`config.mk`:
```
export PLATFORM = sky130hd
export DESIGN_NAME = sram_controller
export DESIGN_NICKNAME = d
export VERILOG_FILES = /design/src/rtl/sram_controller.sv
export SDC_FILE = /design/constraint.sdc
export NUM_CORES = 1
export LEC_CHECK = 0
export BUFFER_PORTS_ARGS = -buffer_cell sky130_fd_sc_hd__buf_2
export CAP_MARGIN = 0
export CORE_UTILIZATION = 29
export DETAILED_ROUTE_END_ITERATION = 10
export PLACE_DENSITY = 0.48
export SYNTH_ARGS = -nofsm -noshare
export SYNTH_HDL_FRONTEND = slang
export SYNTH_SLANG_ARGS = --single-unit
```
`constraint.sdc`:
```
create_clock -name clk -period 3.4 [get_ports clk]
set_input_delay 0.17 -clock clk [delete_from_list [all_inputs] [get_ports clk]]
set_output_delay 0.17 -clock clk [all_outputs]
set_load 0.02 [all_outputs]
```
`src/rtl/sram_controller.sv`:
```
// Memory-stage SRAM controller: 32-bit word access over a 16-bit SRAM.
// Two halfword cycles, a fixed wait window, then a one-cycle DONE handshake.
module sram_controller (
  input  logic        clk,
  input  logic        rst,
  input  logic        wr_en,
  input  logic        rd_en,
  input  logic [31:0] address,
  input  logic [31:0] write_data,
  output logic [31:0] read_data,
  output logic        ready,
  output logic [17:0] sram_addr,
  output logic [15:0] sram_dq_out,
  input  logic [15:0] sram_dq_in,
  output logic        sram_dq_oe,
  output logic        sram_we_n
);

  typedef enum logic [2:0] {
    IDLE,
    LOW,
    HIGH,
    WAIT,
    DONE
  } state_t;

  state_t      state;
  logic [1:0]  wait_cnt;
  logic        is_wr;
  logic [31:0] data_q;
  logic [16:0] idx_q;

  logic [31:0] offset;
  logic [16:0] idx_in;
  logic        unused_offset;

  // Data memory is mapped from byte 1024; word index wraps at 17 bits.
  assign offset        = address - 32'd1024;
  assign idx_in        = offset[18:2];
  assign unused_offset = ^{offset[31:19], offset[1:0]};

  // Pipeline may advance when finishing, or when idle with nothing asked.
  always_comb begin
    ready = (state == DONE) ||
            ((state == IDLE) && !rd_en && !wr_en);
  end

  // Access sequencer; SRAM pins are registered one cycle ahead of use.
  always_ff @(posedge clk or posedge rst) begin
    if (rst) begin
      state       <= IDLE;
      wait_cnt    <= 2'd0;
      is_wr       <= 1'b0;
      data_q      <= 32'd0;
      idx_q       <= 17'd0;
      read_data   <= 32'd0;
      sram_addr   <= 18'd0;
      sram_dq_out <= 16'd0;
      sram_dq_oe  <= 1'b0;
      sram_we_n   <= 1'b1;
    end else begin
      unique case (state)
        IDLE: begin
          if (wr_en || rd_en) begin
            is_wr     <= wr_en;
            data_q    <= write_data;
            idx_q     <= idx_in;
            sram_addr <= {idx_in, 1'b0};
            if (wr_en) begin
              sram_dq_out <= write_data[15:0];
              sram_dq_oe  <= 1'b1;
              sram_we_n   <= 1'b0;
            end
            state <= LOW;
          end
        end
        LOW: begin
          if (!is_wr) begin
            read_data[15:0] <= sram_dq_in;
          end else begin
            sram_dq_out <= data_q[31:16];
          end
          sram_addr <= {idx_q, 1'b1};
          state     <= HIGH;
        end
        HIGH: begin
          if (!is_wr) begin
            read_data[31:16] <= sram_dq_in;
          end
          sram_we_n  <= 1'b1;
          sram_dq_oe <= 1'b0;
          wait_cnt   <= 2'd0;
          state      <= WAIT;
        end
        WAIT: begin
          if (wait_cnt == 2'd2) begin
            state <= DONE;
          end else begin
            wait_cnt <= wait_cnt + 2'd1;
          end
        end
        DONE: begin
          state <= IDLE;
        end
        default: begin
          state <= IDLE;
        end
      endcase
    end
  end

endmodule

```
# After elaboration in Yosys (flattened, before gate mapping)
# Cells that the tools add are included.
totals:
  regBits: 123
  output_inout_bits: 69
classes:
  addsub: 2
  n_eq_ne: 10
  mux: 17
  bitwise: 1
  reduce_logical: 18
ops:
  columns: ["operator", "count"]
  rows:
  - ["$mux 16", 3]
  - ["$pmux 18 s2", 1]
  - ["$pmux 16 s2", 1]
  - ["$sub 19x11->19 const B", 1]
  - ["$mux 18", 1]
  - ["$pmux 3 s4", 1]
  - ["$reduce_and 2->1", 6]
  - ["$ne 2x2->1 const B", 4]
  - ["$eq 3x2->1 const B", 2]
  - ["$mux 3", 2]
  - ["$reduce_bool 2->1", 3]
  - ["$mux 1", 4]
  - ["$pmux 1 s2", 2]
  - ["$pmux 2 s2", 1]
  - ["$reduce_and 4->1", 1]
  - ["$eq 3x1->1 const B", 1]
  - ["$eq 3x3->1 const B", 1]
  - ["$logic_not 3->1", 1]
  - ["$reduce_and 3->1", 1]
  - ["$add 2x1->2 const B", 1]
  - ["$eq 2x2->1 const B", 1]
  - ["$logic_and 1x1->1", 2]
  - ["$logic_not 1->1", 2]
  - ["$logic_or 1x1->1", 2]
  - ["other kinds (3)", 3]

# Logic depth before layout (Yosys ltp)
depth:
  depth_word: 4
  ltp_mapped: 7
  mapped_depth_nobuf: 6

# Worst setup path after synthesis
# Ideal clock, no wire load.
synth_path:
  kind: "reg2reg"
  from: "reg state[1]"
  to: "reg read_data[0]"
  setup_ns: 0.125
  arrival_time_ns: 1.677
  required_time_ns: 3.275
  path_slack_ns: 1.598
  stages_incl_launch_ff: 7
  n_path_buf: 2
  path_cell_list: "dfrtp_1 -> buf_2 -> nor2_2 -> nand2_2 -> nor2_2 -> buf_4 -> mux2_2"
synth_via:
  elab_chain_len: 2
synth_rtl:
  columns: ["item", "line", "source"]
  rows:
  - ["start, declared", "27", "state_t state;"]
  - ["start signal, assigned", "51", "state <= IDLE;"]
  - ["start signal, assigned", "74", "state <= LOW;"]
  - ["start signal, assigned", "84", "state <= HIGH;"]
  - ["$eq 3x1->1", "62", "unique case (state)"]
  - ["$reduce_and 2->1 (no line)", null, null]
  - ["end signal, assigned", "79", "read_data[15:0] <= sram_dq_in;"]
  - ["end, declared", "10", "output logic [31:0] read_data,"]
# Every way passes these cells.
# A chain may end at the register's enable or synchronous reset.

# Worst setup path in the final report
layout_path:
  from: "reg state[0]"
  to: "reg data_q[20]"
layout_via:
  elab_chain_len: 2
layout_rtl:
  columns: ["item", "line", "source"]
  rows:
  - ["$logic_not 3->1", "62", null]
  - ["$reduce_and 2->1 (no line)", null, null]
  - ["end signal, assigned", "66", "data_q <= write_data;"]
  - ["end, declared", "30", "logic [31:0] data_q;"]
# Every way passes these cells.

==> results_dict.tcl <==
set metrics [dict create \
    clkLatencyLatePin_ps 350 \
    worst_path_largest_cell_delay_ps 660 \
    root_buffer "clkbuf_16" \
    grt_max_degree 90 \
    power_leakage_uw 0.002919 \
    crit_slowest_cell "nor2b_2" \
    cts_buffer_depth 2 \
    timing.rr.start "state[0]" \
    ff_latch_area_um2 2679 \
    fin_nets 616 \
    worstHoldPathCells 3 \
    grt_pass1_vias 3318 \
    critPathLaunchType "flip-flop" \
    synthDistinctLibCells 41 \
    vias 3320 \
    synthTopCellsByArea "dfrtp_1 (61%), nand2_1 (9.4%), mux2_2 (8.5%)" \
    holdPathEnd "data_q[24]" \
    place_congestion 0.6969 \
    utilization 0.3862 \
    ir_drop_uv 391.3 \
    antenna_found_initial 0 \
    max_slew_margin 0.2606 \
    yosys_most_used_dff "dfrtp_1" \
    holdCritStartpoint "write_data[24]" \
    multi_input_area_um2 1592 \
    period_needed_ps 2258 \
    fp.coreArea_um2 14590 \
    synth_edf_count 0 \
    vias_per_cell 4.618 \
    clkTransAtPathRegs_ps 70 \
    ant_nets 0 \
    setup_tns_ps 0 \
    r2r_cells 5 \
    grt_overflow 0 \
    cts.sinks 107 \
    end_kind "flip-flop" \
    required_ps 3690 \
    power_density_nw_per_um2 944.8 \
    fin_skew_ps 5.776 \
    fp-row-count 44 \
    ys_seq_elements 107 \
    status "finished clean" \
    yosys.area.top_type_share 0.6076 \
    drive_above_1_share 0.3813 \
    grt_usage 0.1392 \
    max_freq_ghz 0.4429 \
    setup_violations 0 \
    cts_tree "built" \
    postCtsSetupBuffers 0 \
    io_pins 153 \
    first_pass_iters 4 \
    h-tree-depth 3 \
    yosys_warnings 0 \
    first_iter_violations 77 \
    ff2ff_setup_slack_ps 1140 \
    path_max_fanout 15 \
    port_buffers 137 \
    area_delta_synth_final_pct 29.06 \
    drv_slew 0 \
    start_util 0.2992 \
    fp.dieH_um 124.7 \
    worst_pin_slew_ps 1109 \
    syn_avg_cell_area_um2 11.25 \
    dp_hpwl_um 7109 \
    worstPathCellList "nor3_1 > nor2b_2 > buf_4 > nand2_1 > nand2_1" \
    hp-class "primary input to flip-flop" \
    numCtsBuffers 9 \
    die_x_um 124.7 \
    finalPower_uw 5323 \
    maxCapViolCount 0 \
    timing.rr.end "data_q[20]" \
    seq_area_frac_synth 0.6136 \
    synth_fp_nets 474 \
    fin_hold_ws_ps 15.43 \
    drc 0 \
    netlist_area_um2 4365 \
    n_fill_cell 1475 \
    cp_common_cell "nand2_1" \
    worstPathArrival_ps 2540 \
    rsz0062_at_grt "no" \
    drt-total-wl_um 10220 \
    grt_pass1_wl_um 16990 \
    hold_viol_final 0 \
    antenna_cells 0 \
    synthArstFlopShare 1.000 \
    fp.dieArea_um2 15550 \
    syn_inst 388 \
    critPathKind "flip-flop to flip-flop" \
    final.period_utilization 0.6640 \
    post_drt_wl_per_cell_um 14.21 \
    synth_top_cell_by_area "dfrtp_1" \
]
## logic make-up after synthesis
logic type / after synthesis / synth area share
simple gates: 141 / 0.1356
fa+ha+maj: 2 / 0.005731
xor+xnor: 5 / 0.01003
buf+inv: 25 / 0.02493
compound gates: 59 / 0.08828
flops: 107 / 0.6136
mux: 49 / 0.1218
## power breakdown
part / internal [uW] / leakage, uW / switching, uW
logic: 847 / 0.00146 / 1230
registers: 1870 / 0.00132 / 324
clock network: 576 / 0.000142 / 480
total: 3290 / 0.00292 / 2030
## Yosys cell counts (all sizes together), types with 2 or more instances
cell,number
a21o,5
a21oi,7
a221o,5
a22o,2
a22oi,9
buf,11
clkbuf,9
dfrtp,106
ha,2
inv,5
mux2,33
mux2i,16
nand2,110
nand3,2
nor2,13
nor2b,2
nor3,5
o211ai,2
o21ai,24
o31ai,2
or3,2
or4,3
xnor2,4
## cell type report
| class | count | area share |
|---|---|---|
| Inverter | 5 | 0.003775 |
| Multi-Input combinational cell | 256 | 0.2825 |
| Tap cell | 184 | 0.04086 |
| Timing Repair Buffer | 151 | 0.1439 |
| Sequential cell | 107 | 0.4755 |
| Clock inverter | 7 | 0.01355 |
| Clock buffer | 9 | 0.03997 |
## cells in the final DEF (no fill, tap or decap), drive strengths merged, types with 2 or more instances in the layout
master,n
buf,143
nand2,110
dfrtp,106
mux2,33
o21ai,24
mux2i,16
nor2,13
a22oi,9
clkbuf,9
dlygate4sd3,8
a21oi,7
inv,7
a221o,5
a21o,5
nor3,5
xnor2,4
or4,3
nand3,2
o211ai,2
a22o,2
ha,2
clkinvlp,2
o31ai,2
or3,2
nor2b,2
clkinv,2
## metal layers
layer	routed length, um	GRT usage	up-vias	part of all wire
met5	0	0	-	0
met4	112	0.03898	0	0.011
met3	716	0.05069	10	0.070
met2	4620	0.2145	115	0.45
met1	4770	0.1828	1590	0.47
li1	-	-	1605	-
## repair_timing
action                                 4_1_cts  5_1_grt
hold buffers                                 8        0
resized for setup                            0        0
endpoints found under the hold margin        8        0
## through the flow
step | setup WS [ps] | std cells | instance area, um2
3_3_place_gp | 1159 | 695 | 5253
5_1_grt | 901.0 | 719 | 5634
2_1_floorplan | 414.4 | 388 | 4365
4_1_cts | 1119 | 719 | 5634
6_report | 1142 | 719 | 5634
3_5_place_dp | 1132 | 695 | 5253
## worst max path at each step
stage / from / endpoint / slack [ps]
finish: state[0] / data_q[20] / 1140
global route: state[0] / data_q[21] / 900
CTS: state[0] / data_q[17] / 1120
detailed placement: state[0] / data_q[17] / 1130
global placement: state[0] / data_q[29] / 1160
floorplan: rst / data_q[16] / 410
## worst max-delay path: cells and delay by family (launching register included)
kind | cells | cell delay [ps]
AND/OR/NAND/NOR | 4 | 1300
flip-flops | 1 | 560
buffers and inverters | 1 | 340
## flip-flops by register name, indices dropped and copies added, names as in the netlist
signal / cells
sram_we_n: 1
is_wr: 1
state: 3
wait_cnt: 2
read_data: 32
sram_dq_out: 16
data_q: 16
sram_dq_oe: 1
sram_addr: 18
idx_q: 17
No activity file was read; power rests on OpenSTA's default activity.
